**config.mk**
```make
export PLATFORM = sky130hd
export DESIGN_NAME = freq_gate_ctrl_flat
export DESIGN_NICKNAME = d
export VERILOG_FILES = /design/src/rtl/freq_gate_ctrl_if.sv /design/src/rtl/freq_gate_ctrl.sv /design/src/flat_wrapper.sv
export SDC_FILE = /design/constraint.sdc
export NUM_CORES = 1
export LEC_CHECK = 0
export ABC_AREA = 1
export BUFFER_PORTS_ARGS = -buffer_cell sky130_fd_sc_hd__buf_2
export CORE_ASPECT_RATIO = 1.1
export CORE_UTILIZATION = 30
export DETAILED_ROUTE_END_ITERATION = 8
export HOLD_SLACK_MARGIN = 0.02
export RECOVER_POWER = 100
export SETUP_SLACK_MARGIN = 0.5
export SLEW_MARGIN = 25
export SYNTH_ARGS = -nofsm -noshare
export SYNTH_HDL_FRONTEND = slang
export SYNTH_SLANG_ARGS = --single-unit
```
**constraint.sdc**
```tcl
create_clock -name sysclk -period 2.3 [get_ports sysclk]
set_input_delay 0.23 -clock sysclk [delete_from_list [all_inputs] [get_ports sysclk]]
set_output_delay 0.23 -clock sysclk [all_outputs]
set_load 0.02 [all_outputs]
```
**src/rtl/freq_gate_ctrl_if.sv**
```systemverilog
// rtl/freq_gate_ctrl_if.sv - control and result handshake bundle for the frequency gate sequencer
interface freq_gate_ctrl_if #(
    parameter int CNT_W = 24
);
    logic             start;
    logic             continuous;
    logic [1:0]       gate_sel;
    logic             busy;
    logic [CNT_W-1:0] result;
    logic             result_valid;
    logic             result_ack;
    logic             overflow;
    logic [1:0]       gate_used;

    // Controller / readout side
    modport master (
        output start, continuous, gate_sel, result_ack,
        input  busy, result, result_valid, overflow, gate_used
    );

    // Sequencer side
    modport slave (
        input  start, continuous, gate_sel, result_ack,
        output busy, result, result_valid, overflow, gate_used
    );
endinterface

```
**src/rtl/freq_gate_ctrl.sv**
```systemverilog
// rtl/freq_gate_ctrl.sv - gated edge-count measurement sequencer (optional FREQ_AUTORANGE_EN)
module freq_gate_ctrl #(
    parameter int CLK_HZ      = 50000000,
    parameter int CNT_W       = 24,
    parameter int SYNC_STAGES = 2
) (
    input  logic           sysclk,
    input  logic           rst_n,
    input  logic           sigin,
    freq_gate_ctrl_if.slave bus
);
    localparam int TMR_W = $clog2(CLK_HZ + 1);
    typedef logic [TMR_W-1:0] tmr_t;

    // Timer terminal values: the gate spans timer values 0 .. G-1
    localparam tmr_t G0_LAST = tmr_t'(CLK_HZ - 1);
    localparam tmr_t G1_LAST = tmr_t'(CLK_HZ / 10 - 1);
    localparam tmr_t G2_LAST = tmr_t'(CLK_HZ / 100 - 1);
    localparam tmr_t G3_LAST = tmr_t'(CLK_HZ / 1000 - 1);
    localparam logic [CNT_W-1:0] CNT_MAX = {CNT_W{1'b1}};

    typedef enum logic [1:0] {IDLE, GATE, LATCH, HOLD} state_t;

    state_t                 state;
    logic [SYNC_STAGES-1:0] sync_q;
    logic                   sync_prev;
    logic                   rise;
    tmr_t                   tmr;
    tmr_t                   gate_last;
    logic [CNT_W-1:0]       cnt;
    logic                   sat;
    logic [1:0]             gsel_q;
    logic                   cont_q;
    logic                   range_up;
    logic [CNT_W-1:0]       result_q;
    logic                   valid_q;
    logic                   overflow_q;
    logic [1:0]             gate_used_q;

    // Bring sigin into the sysclk domain and keep one extra stage for edge detection
    always_ff @(posedge sysclk or negedge rst_n) begin
        if (!rst_n) begin
            sync_q    <= '0;
            sync_prev <= 1'b0;
        end else begin
            sync_q    <= {sync_q[SYNC_STAGES-2:0], sigin};
            sync_prev <= sync_q[SYNC_STAGES-1];
        end
    end

    assign rise = sync_q[SYNC_STAGES-1] & ~sync_prev;

    // Last timer value of the gate selected at gate open
    always_comb begin
        gate_last = G0_LAST;
        case (gsel_q)
            2'b00:   gate_last = G0_LAST;
            2'b01:   gate_last = G1_LAST;
            2'b10:   gate_last = G2_LAST;
            default: gate_last = G3_LAST;
        endcase
    end

`ifdef FREQ_AUTORANGE_EN
    assign range_up = sat && (gsel_q != 2'b11);
`else
    assign range_up = 1'b0;
`endif

    // Measurement sequencer: open gate, count rises, latch result, hand off
    always_ff @(posedge sysclk or negedge rst_n) begin
        if (!rst_n) begin
            state       <= IDLE;
            tmr         <= '0;
            cnt         <= '0;
            sat         <= 1'b0;
            gsel_q      <= 2'b00;
            cont_q      <= 1'b0;
            result_q    <= '0;
            valid_q     <= 1'b0;
            overflow_q  <= 1'b0;
            gate_used_q <= 2'b00;
        end else begin
            // Acceptance clears valid anywhere; a LATCH below overrides it
            if (valid_q && bus.result_ack)
                valid_q <= 1'b0;

            case (state)
                IDLE: begin
                    if (bus.start) begin
                        gsel_q <= bus.gate_sel;
                        cont_q <= bus.continuous;
                        cnt    <= '0;
                        sat    <= 1'b0;
                        tmr    <= '0;
                        state  <= GATE;
                    end
                end
                GATE: begin
                    if (rise) begin
                        if (cnt == CNT_MAX)
                            sat <= 1'b1;
                        else
                            cnt <= cnt + 1'b1;
                    end
                    if (tmr == gate_last)
                        state <= LATCH;
                    else
                        tmr <= tmr + 1'b1;
                end
                LATCH: begin
                    if (range_up) begin
                        // Too many edges for this gate: retry with the next shorter one
                        gsel_q <= gsel_q + 2'd1;
                        cnt    <= '0;
                        sat    <= 1'b0;
                        tmr    <= '0;
                        state  <= GATE;
                    end else begin
                        result_q    <= cnt;
                        overflow_q  <= sat;
                        gate_used_q <= gsel_q;
                        valid_q     <= 1'b1;
                        if (cont_q && bus.continuous) begin
                            gsel_q <= bus.gate_sel;
                            cnt    <= '0;
                            sat    <= 1'b0;
                            tmr    <= '0;
                            state  <= GATE;
                        end else begin
                            state <= HOLD;
                        end
                    end
                end
                HOLD: begin
                    if (bus.result_ack)
                        state <= IDLE;
                end
                default: state <= IDLE;
            endcase
        end
    end

    assign bus.busy         = (state == GATE) || (state == LATCH);
    assign bus.result       = result_q;
    assign bus.result_valid = valid_q;
    assign bus.overflow     = overflow_q;
    assign bus.gate_used    = gate_used_q;
endmodule

```
**src/flat_wrapper.sv**
```systemverilog
// flat-port wrapper written by rule: the top's interface ports become plain ports
module freq_gate_ctrl_flat 
#(
    parameter int CLK_HZ      = 50000000,
    parameter int CNT_W       = 24,
    parameter int SYNC_STAGES = 2
)
  (sysclk, rst_n, sigin, bus_start, bus_continuous, bus_gate_sel, bus_result_ack, bus_busy, bus_result, bus_result_valid, bus_overflow, bus_gate_used);
  freq_gate_ctrl_if #(.CNT_W(CNT_W)) bus_i ();
  input  logic sysclk;
  input  logic rst_n;
  input  logic sigin;
  input wire logic [$bits(bus_i.start)-1:0] bus_start;
  input wire logic [$bits(bus_i.continuous)-1:0] bus_continuous;
  input wire logic [$bits(bus_i.gate_sel)-1:0] bus_gate_sel;
  input wire logic [$bits(bus_i.result_ack)-1:0] bus_result_ack;
  output wire logic [$bits(bus_i.busy)-1:0] bus_busy;
  output wire logic [$bits(bus_i.result)-1:0] bus_result;
  output wire logic [$bits(bus_i.result_valid)-1:0] bus_result_valid;
  output wire logic [$bits(bus_i.overflow)-1:0] bus_overflow;
  output wire logic [$bits(bus_i.gate_used)-1:0] bus_gate_used;
  assign bus_i.start = bus_start;
  assign bus_i.continuous = bus_continuous;
  assign bus_i.gate_sel = bus_gate_sel;
  assign bus_i.result_ack = bus_result_ack;
  assign bus_busy = bus_i.busy;
  assign bus_result = bus_i.result;
  assign bus_result_valid = bus_i.result_valid;
  assign bus_overflow = bus_i.overflow;
  assign bus_gate_used = bus_i.gate_used;
  freq_gate_ctrl #(.CLK_HZ(CLK_HZ), .CNT_W(CNT_W), .SYNC_STAGES(SYNC_STAGES)) u_core (.sysclk(sysclk), .rst_n(rst_n), .sigin(sigin), .bus(bus_i));
endmodule
```
# Yosys cells after proc, flatten, opt, wreduce, memory -nomap -nowiden
# Index checks and enable logic that the tools add are counted.
# W data, S select, Z words.
# totals
mem_count	0
ram_bits	0
regBits	87
elab_cells	70
out_inout_bits	29
inputBits	8
rom_bits	0
latchBits	0
# classes
eq_ne	15
shifts	0
div_mod_pow	0
muxes	25
n_bitwise	2
reduce_logical	14
addsub	2
magnitude_cmp	0
mul	0
# op_table
cell	n
$pmux W26 S3	2
$mux W24	4
$mux W26	3
$pmux W24 S3	1
$add A26 B1 Y26 const B	1
$eq A26 B26 Y1	1
$add A24 B1 Y24 const B	1
$eq A24 B24 Y1 const B	1
$mux W2	6
$reduce_and A5 Y1	2
$ne A2 B1 Y1 const B	4
$ne A2 B2 Y1 const B	4
$pmux W2 S4	1
$eq A2 B2 Y1 const B	3
$mux W1	6
$reduce_and A3 Y1	2
$eq A2 B1 Y1 const B	2
$logic_not A2 Y1	2
$pmux W2 S2	1
$reduce_and A4 Y1	1
$reduce_bool A2 Y1	2
$pmux W1 S3	1
$reduce_bool A3 Y1	1
$logic_and A1 B1 Y1	2
other kinds (4)	4

# Longest topological paths before layout
# Gate-level depths: netlist of run 1.
# depth
depth_word	5
ltp_mapped	15
depth_no_buf	14

# Least setup slack after synthesis of run 1
# Ideal clock, no wire load.
# synth_path
path_type	register -> register
from	register u_core.state[0]
to	register u_core.cnt[20]
synth_period_minus_slack_ns	1.853
stages_incl_launch_ff	13
setup_ns	0.118
path_buffers	2
arrival_ns	1.735
slack_ns	0.447
required_time_ns	2.182
path_cell_list	dfrtp_1 -> inv_1 -> ha_1 -> buf_2 -> nand2_1 -> nand2_1 -> nor3_2 -> nand2_1 -> nand2_4 -> inv_6 -> buf_12 -> nand2_2 -> o21ai_2
# synth_between
elab_chain_len	3
elab_cells_between_ends	10
classes_between	eq/ne (6); mux (1); reduce/logical (3)
# synth_lines
item	line	rtl
from (decl)	freq_gate_ctrl.sv:24	state_t state;
from (signal assigned)	freq_gate_ctrl.sv:73	state <= IDLE;
from (signal assigned)	freq_gate_ctrl.sv:96	state <= GATE;
from (signal assigned)	freq_gate_ctrl.sv:107	state <= LATCH;
$eq A2 B1 Y1, or another cell as far along	freq_gate_ctrl.sv:88	case (state)
$ne A2 B2 Y1 (no line), or another cell as far along	--	
$reduce_and A5 Y1 (no line)	--	
to (signal assigned)	freq_gate_ctrl.sv:104	cnt <= cnt + 1'b1;
to (decl)	freq_gate_ctrl.sv:30	logic [CNT_W-1:0] cnt;
# Parallel ways exist; a longest one is shown, timed or not.
# A chain may end at the register's enable or synchronous reset.

# Worst setup path after layout of run 1
# layout_path
from	register u_core.state[1]
to	register u_core.cnt[22]
# Same word-level chain as after synthesis.

==> results.py, run 1 <==
metrics = {
    "route": {
        "totalWireLength_um": 15300,
        "via_per_inst": 4.79,
        "first_pass_iters": 5,
        "drtIter0Drc": 355,
        "drc_errors": 0,
        "drt-wirelength-per-cell_um": 14.5,
        "vias": 5063,
        "antenna_left": 0,
    },
    "global_route": {
        "grt_antenna_before_repair": 0,
        "grt_pass1_vias": 4917,
        "grt_pass1_wl_um": 24700,
        "grt_max_degree": 49,
        "top_usage_layer": "met2",
        "grt_use_met2_pct": 30.9,
        "grt_use_met1_pct": 20.7,
        "grt.total_usage_pct": 17.5,
        "grt-ovfl-total": 0,
        "met3_usage_pct": 3.83,
    },
    "power": {
        "leakagePower_uw": 0.00300,
        "power.density_nw_per_um2": 1000,
        "total_power_uw": 6710,
        "ir_worst_vdd_v": 0.000691,
    },
    "synthesis": {
        "avgSynthCellArea_um2": 7.12,
        "synth_nets": 758,
        "seq_area_frac_synth_pct": 41.4,
        "ys_ff_latch": 87,
        "yosys_warnings": 0,
        "synth_area_um2": 5260,
        "ys_types": 34,
        "syn_inst": 739,
    },
    "timing": {
        "tns_ns": 0,
        "finalCritPeriodShare_pct": 85.8,
        "slew_headroom_pct": 25.1,
        "finalHoldViolCount": 0,
        "setup_violations": 0,
        "fmax_mhz": 507,
        "period_needed_ns": 1.97,
        "rsz0062_at_grt": "true",
        "slew_violations": 0,
        "worstMarginPinSlew_ns": 1.12,
        "clock_skew_ns": 0.00731,
    },
    "setup_path": {
        "r2r-start": "u_core.state[1]",
        "worstSetupEndpointType": "register",
        "critical_path_class": "register to register",
        "crit_path_start_kind": "register",
        "r2r_end": "u_core.cnt[22]",
        "crit_arrival_ns": 2.21,
        "r2r_slack_ns": 0.33,
        "reg2reg_depth": 10,
        "cp.required_ns": 2.53,
        "path_max_fanout": 21,
    },
    "clock_tree": {
        "cts_buffers": 9,
        "cts.sinks": 87,
        "tritoncts": "yes",
        "cts-root-buf": "clkbuf_16",
        "clk_pin_slew_worst_paths_ns": 0.07,
        "ctsHtreeMaxLevel": 3,
        "clk_latency_ns": 0.35,
        "cts_buffer_depth": 2,
    },
    "cells_and_area": {
        "drive_above_1_share_pct": 19.6,
        "antenna_cells": 0,
        "syn_to_final_growth_pct": 27.5,
        "final_cell_mix": "233 x nand2_1, 85 x dfrtp_1, 76 x nor2_1, 69 x inv_1, 58 x nand3_1",
        "layout.nets": 836,
        "final_common_cell": "nand2_1",
    },
    "status": {
        "run_status": "finished, final reports clean",
    },
    "hold_path": {
        "whs_path_depth": 2,
        "hold_start": "bus_result_ack",
        "hold_path_class": "input pin to register",
        "holdPathEnd": "u_core.bus.result_valid",
    },
    "die": {
        "die_h_um": 141,
        "die_w_um": 128,
        "io_pins": 37,
        "rows": 50,
        "coreArea_um2": 17100,
        "initial_core_util_pct": 30.8,
        "die-area_um2": 18100,
    },
    "flow_run": {
        "drv_cap": 0,
    },
    "placed_design": {
        "hpwlAfterDp_um": 10100,
        "io_buffers": 36,
        "place_congestion": 0.951,
    },
}
==> where the power goes <==
group / switching (uW) / total [uW] / internal [uW] / leakage [uW]
logic: 2130 / 3510 / 1380 / 0.00167
registers: 121 / 1770 / 1650 / 0.00119
clock network: 657 / 1430 / 777 / 0.000144
==> flip-flops by register name, indices dropped and copies added (netlist names) <==
register                 flops
u_core.bus.result           24
u_core.gsel_q                2
u_core.bus.gate_used         2
u_core.tmr                  26
u_core.state                 2
u_core.sync_q                2
u_core.cont_q                1
u_core.bus.overflow          1
u_core.cnt                  24
u_core.bus.result_valid      1
u_core.sat                   1
u_core.sync_prev             1
==> worst max path at each step <==
stage                                start             end  slack [ns]  depth (start not counted)
after global routing      u_core.gsel_q[1]   u_core.tmr[4]        0.18                         13
after floorplan            u_core.state[0]  u_core.cnt[20]        0.51                         12
after global placement    u_core.gsel_q[0]  u_core.tmr[10]        0.25                         14
after CTS                 u_core.gsel_q[1]   u_core.tmr[4]        0.40                         14
after detailed placement  u_core.gsel_q[0]  u_core.tmr[13]        0.17                         14
final                      u_core.state[1]  u_core.cnt[22]        0.33                         10
==> layer usage <==
metal	routed length (um)	up-vias	part of all wire, %
li1	-	2499	-
met1	6420	2429	42
met2	7860	106	51
met3	584	29	3.8
met4	407	0	2.7
met5	0	-	0
==> worst max-delay path: stages, from the launching register on <==
cell,delay [ns]
dfrtp_1,0.41
inv_1,0.11
ha_1,0.28
nand2_4,0.11
nand2_4,0.07
nor3_4,0.23
nand2_1,0.19
nand2_8,0.16
inv_4,0.13
nand2_1,0.10
o21ai_2,0.05
==> what timing repair did <==
item | 4_1_cts | 5_1_grt
gates resized for setup | 53 | 57
pin swaps | 7 | 25
setup endpoints to repair | 50 | 52
hold buffers | 2 | 0
hold endpoints to repair | 40 | 0
buffers inserted | 18 | 13
cloned | 5 | 2
==> area by class of cell <==
type,instances,area (um2)
fillers,1771,10400
multi-input cells,557,2970
flip-flops and latches,87,2180
repair buffers,85,689
inverters,77,297
well taps,234,293
clock buffers,10,239
clock inverters,6,48.8
==> synthesized netlist by cell type <==
library cell / n / area (um2)
nand2_1: 247 / 927
dfrtp_1: 87 / 2180
nor2_1: 78 / 293
nand3_1: 73 / 365
inv_1: 72 / 270
o21ai_0: 39 / 195
nor3_1: 20 / 100
nand2_2: 18 / 113
a21oi_1: 12 / 60.1
clkbuf_1: 12 / 45.0
xor2_1: 12 / 105
ha_1: 11 / 138
o21ai_1: 9 / 45.0
o21ai_2: 7 / 61.3
nand4_1: 5 / 31.3
nor2_2: 5 / 31.3
buf_6: 4 / 45.0
inv_2: 4 / 15.0
xnor2_1: 4 / 35.0
buf_12: 2 / 40.0
buf_4: 2 / 15.0
nand2_4: 2 / 22.5
nor2_4: 2 / 22.5
nor3b_1: 2 / 15.0
a21boi_0: 1 / 7.51
a31oi_1: 1 / 6.26
buf_2: 1 / 5.00
inv_6: 1 / 8.76
nand3_2: 1 / 10.0
nand3_4: 1 / 17.5
nor2b_1: 1 / 6.26
nor3_2: 1 / 10.0
nor3_4: 1 / 16.3
o21bai_1: 1 / 7.51
==> cell families after synthesis <==
| kind of cell | count (synthesis) | synth area share (%) |
|---|---|---|
| and+or+nand+nor | 457 | 37.6 |
| buffers and inverters | 98 | 8.44 |
| DFF | 87 | 41.4 |
| AOI/OAI and AO/OA | 70 | 7.28 |
| xor gates and xnor gates | 16 | 2.66 |
| adders and majority gates | 11 | 2.62 |
==> per-stage QoR <==
step	std cells	hold WS (ns)	instance area (um2)	setup WS [ns]	util (%)
after floorplan	739	-0.0656	5290	0.513	-
final	1056	0.0837	6710	0.326	39.3
after CTS	1041	0.0732	6470	0.400	37.9
after global placement	1000	0.265	5730	0.251	33.5
after global routing	1056	0.0889	6710	0.179	39.3
after detailed placement	1000	0.270	5730	0.170	33.5
No activity file was read; power rests on OpenSTA's default activity.
==> inputs of run 2 (changes only) <==
--- a/config.mk
+++ b/config.mk
@@ -5,12 +5,15 @@
 export SDC_FILE = /design/constraint.sdc
 export NUM_CORES = 1
 export LEC_CHECK = 0
-export ABC_AREA = 1
 export BUFFER_PORTS_ARGS = -buffer_cell sky130_fd_sc_hd__buf_2
+export CELL_PAD_IN_SITES_DETAIL_PLACEMENT = 2
+export CELL_PAD_IN_SITES_GLOBAL_PLACEMENT = 2
 export CORE_ASPECT_RATIO = 1.1
 export CORE_UTILIZATION = 30
 export DETAILED_ROUTE_END_ITERATION = 8
 export HOLD_SLACK_MARGIN = 0.02
+export MAX_ROUTING_LAYER = met4
+export PLACE_DENSITY_LB_ADDON = 0.1
 export RECOVER_POWER = 100
 export SETUP_SLACK_MARGIN = 0.5
 export SLEW_MARGIN = 25
==> run 2 against run 1 <==
Against the previous run: the flow now finishes with violations (setup timing); clock-buffer cell count decreased by 1; synthesized cell count decreased by 34%; core utilization increased by 7.8 points; first-iteration DRC count decreased by 45%; clock skew increased by 0.0020 ns; cell area increased by 10%; critical path depth decreased by 3; combinational power increased by 56%; worst setup slack got worse by 0.38 ns; die area decreased by 8.8%; area after synthesis decreased by 9.0%; highest routed layer unchanged.
==> results.py, run 2 <==
metrics = {
    "power": {
        "total_power_uw": 9080,
        "p_int_uw": 5230,
        "power.density_nw_per_um2": 1230,
        "switching_share_pct": 42.3,
        "sequentialPowerShare_pct": 22.1,
        "comb_power_share_pct": 60.4,
        "p_sw_uw": 3840,
        "ir_worst_vdd_v": 0.000475,
        "clkPwrFrac_pct": 17.5,
        "leakagePower_uw": 0.00327,
    },
    "global_route": {
        "grt_antenna_before_repair": 0,
        "grt-ovfl-total": 0,
        "grt.total_usage_pct": 24.9,
        "grt_pass1_wl_um": 29900,
        "grt_max_degree": 40,
        "grt_pass1_vias": 5241,
    },
    "setup_path": {
        "max_stage_delay_ns": 0.53,
        "crit_arrival_ns": 2.59,
        "cp.required_ns": 2.54,
        "startpoint": "u_core.gsel_q[0]",
        "endpoint": "u_core.state[0]",
        "r2r_end": "u_core.state[0]",
        "critical_path_class": "register to register",
        "cp_slowest_cell": "or4_4",
        "worstSetupEndpointType": "register",
        "r2r-start": "u_core.gsel_q[0]",
        "crit_chain": "ha_2 > xnor2_1 > or4_4 > buf_4 > o41ai_1 > o41a_1 > nand2_1",
        "path_max_fanout": 4,
        "r2r_slack_ns": -0.05,
        "crit_path_start_kind": "register",
        "reg2reg_depth": 7,
    },
    "placed_design": {
        "io_buffers": 36,
        "place_area_um2": 5690,
        "hpwlAfterDp_um": 12100,
        "place_congestion": 0.855,
    },
    "clock_tree": {
        "cts_buffer_depth": 2,
        "tritoncts": "yes",
        "cts-root-buf": "clkbuf_16",
        "clk_latency_ns": 0.37,
        "cts.sinks": 87,
        "clk_pin_slew_worst_paths_ns": 0.07,
        "ctsHtreeMaxLevel": 3,
        "cts_buffers": 9,
    },
    "timing": {
        "rsz0062_at_grt": "true",
        "clock_skew_ns": 0.00931,
        "slew_headroom_pct": 20.3,
        "tns_ns": -0.0649,
        "whs_ns": 0.113,
        "worstMarginPinSlew_ns": 1.19,
        "setup_violations": 4,
        "worst_slack_ns": -0.0527,
        "finalHoldViolCount": 0,
        "slew_violations": 0,
        "period_needed_ns": 2.35,
        "finalCritPeriodShare_pct": 102,
        "fmax_mhz": 425,
    },
    "synthesis": {
        "synth_edf_count": 0,
        "synth_area_leaders": "dfrtp_1 45%, mux2_2 6.6%, nand2_1 3.6%",
        "ys_types": 64,
        "yosys_warnings": 0,
        "synth_top_family_by_area": "simple AND/OR/NAND/NOR gates",
        "seq_area_frac_synth_pct": 45.4,
        "avgSynthCellArea_um2": 9.78,
        "synth-simple-area-share_pct": 23.1,
        "synth_area_um2": 4790,
        "synth_most_common_cell": "dfrtp_1",
        "synth_top_cell_by_area": "dfrtp_1",
        "ys_ff_latch": 87,
        "muxShareOfSynthArea_pct": 7.21,
        "yosys.area_share.xor_xnor_pct": 1.46,
        "ys_top_cells_by_count": "87 x dfrtp_1, 46 x nand2_1, 31 x nand3_1",
        "synth_compound_area_share_pct": 16.8,
        "syn_inst": 490,
        "synthArstFlopShare_pct": 100,
        "synth_nets": 509,
        "synth.top_cell.area_share_pct": 45.4,
        "synth_ff_type": "dfrtp_1",
        "post_synth_fa_ha_maj_area_fraction_pct": 2.87,
    },
    "die": {
        "rows": 48,
        "die_w_um": 122,
        "io_pins": 37,
        "initial_core_util_pct": 30.6,
        "die_h_um": 135,
        "die-area_um2": 16500,
        "coreArea_um2": 15700,
    },
    "hold_path": {
        "hold_path_class": "input pin to register",
        "whs_path_depth": 3,
    },
    "cells_and_area": {
        "antenna_cells": 0,
        "final_cell_mix": "83 x dfrtp_1, 76 x buf_4, 44 x nand2_1, 35 x buf_2, 29 x buf_6",
        "fillers": 1610,
        "fin_area_um2": 7390,
        "layout.nets": 653,
        "largest-register": "u_core.tmr",
        "final_common_cell": "dfrtp_1",
        "drive_above_1_share_pct": 49.1,
        "largest_reg_flops": 26,
        "syn_to_final_growth_pct": 54.2,
    },
    "route": {
        "drc_errors": 0,
        "via_per_inst": 5.84,
        "totalWireLength_um": 21400,
        "drtIter0Drc": 194,
        "vias": 4903,
        "drt-wirelength-per-cell_um": 25.4,
        "first_pass_iters": 4,
        "antenna_left": 0,
    },
    "flow_run": {
        "drv_cap": 0,
    },
    "status": {
        "violations": "setup timing",
        "run_status": "complete, but fails checks",
    },
}
[run 2: changes by cell type in the layout (fill, tap and decap cells not counted), moves of 11 or more]
cell,delta
nand2_2,-25
mux2_2,+28
nor3_1,-14
buf_4,+51
buf_6,+21
nor2_1,-59
nand2_1,-189
clkbuf_1,-31
nand3_1,-34
o21ai_0,-38
nand4_1,+11
buf_2,+29
inv_1,-59
[run 2: cells by family after synthesis]
group / count (synthesis)
buffers and inverters: 38
flip-flops: 87
XOR/XNOR: 8
AND/OR/NAND/NOR: 202
AO/OA/AOI/OAI: 113
multiplexers: 31
adder cells (fa/ha/maj): 11
[run 2: metal layers]
layer  part of all wire, %  up-vias  global-route usage, %  wire length, um
li1                      -     2153                      -                -
met1                    36     2532                   25.6             7740
met2                    55      126                   47.0            11700
met3                   2.5       92                   2.62              529
met4                   6.5        0                   10.6             1380
met5                     0        -                      -                0
[run 2: power by group through the flow]
| stage | registers, uW | clock network, uW | logic (uW) |
|---|---|---|---|
| floorplan | 1970 | 0 | 1720 |
| global placement | 1990 | 0 | 2740 |
| detailed placement | 2000 | 0 | 2820 |
| CTS | 1970 | 1620 | 4250 |
| global route | 2020 | 1680 | 5730 |
| finish | 2000 | 1590 | 5480 |
[run 2: how the worst min path moves through the flow]
stage                    start                      end  slack (ns)
2_1_floorplan            rst_n  u_core.bus.gate_used[0]       -0.07
3_3_place_gp             rst_n    u_core.bus.result[16]        0.27
3_5_place_dp             rst_n    u_core.bus.result[16]        0.28
4_1_cts        bus_gate_sel[0]         u_core.gsel_q[0]        0.13
5_1_grt        bus_gate_sel[1]         u_core.gsel_q[1]        0.13
6_report       bus_gate_sel[1]         u_core.gsel_q[1]        0.11
[run 2: critical path: cells and delay by family, from the launching register on]
family | cells | cell delay [ns]
adder cells (fa/ha/maj) | 1 | 0.24
buffers and inverters | 1 | 0.17
flip-flops | 1 | 0.43
XOR/XNOR | 1 | 0.14
AND/OR/NAND/NOR | 2 | 0.61
AO/OA/AOI/OAI | 2 | 0.65
[run 2: timing repair]
| item | in CTS | in global routing |
|---|---|---|
| endpoints found under the hold margin | 38 | 0 |
| pin swaps | 24 | 38 |
| gates cloned | 4 | 2 |
| buffers inserted | 39 | 20 |
| endpoints found under the setup margin | 54 | 55 |
| hold buffers | 2 | 0 |
| resized for setup | 102 | 78 |
[run 2: stage by stage]
stage	instances	setup slack (ns)	util, %
finish	839	-0.0527	47.1
global route	839	-0.136	47.1
CTS	817	0.0636	43.6
detailed placement	756	-0.0158	36.3
global placement	756	0.0501	36.3
floorplan	490	0.126	-
[run 2: area by class of cell]
cell class | count | area [um2] | area share (%)
Timing Repair Buffer | 157 | 1390 | 18.8
Clock buffer | 9 | 225 | 3.05
Tap cell | 200 | 250 | 3.39
Sequential cell | 87 | 2180 | 29.5
Clock inverter | 7 | 80.1 | 1.08
Multi-Input combinational cell | 365 | 3200 | 43.3
Inverter | 14 | 57.6 | 0.779
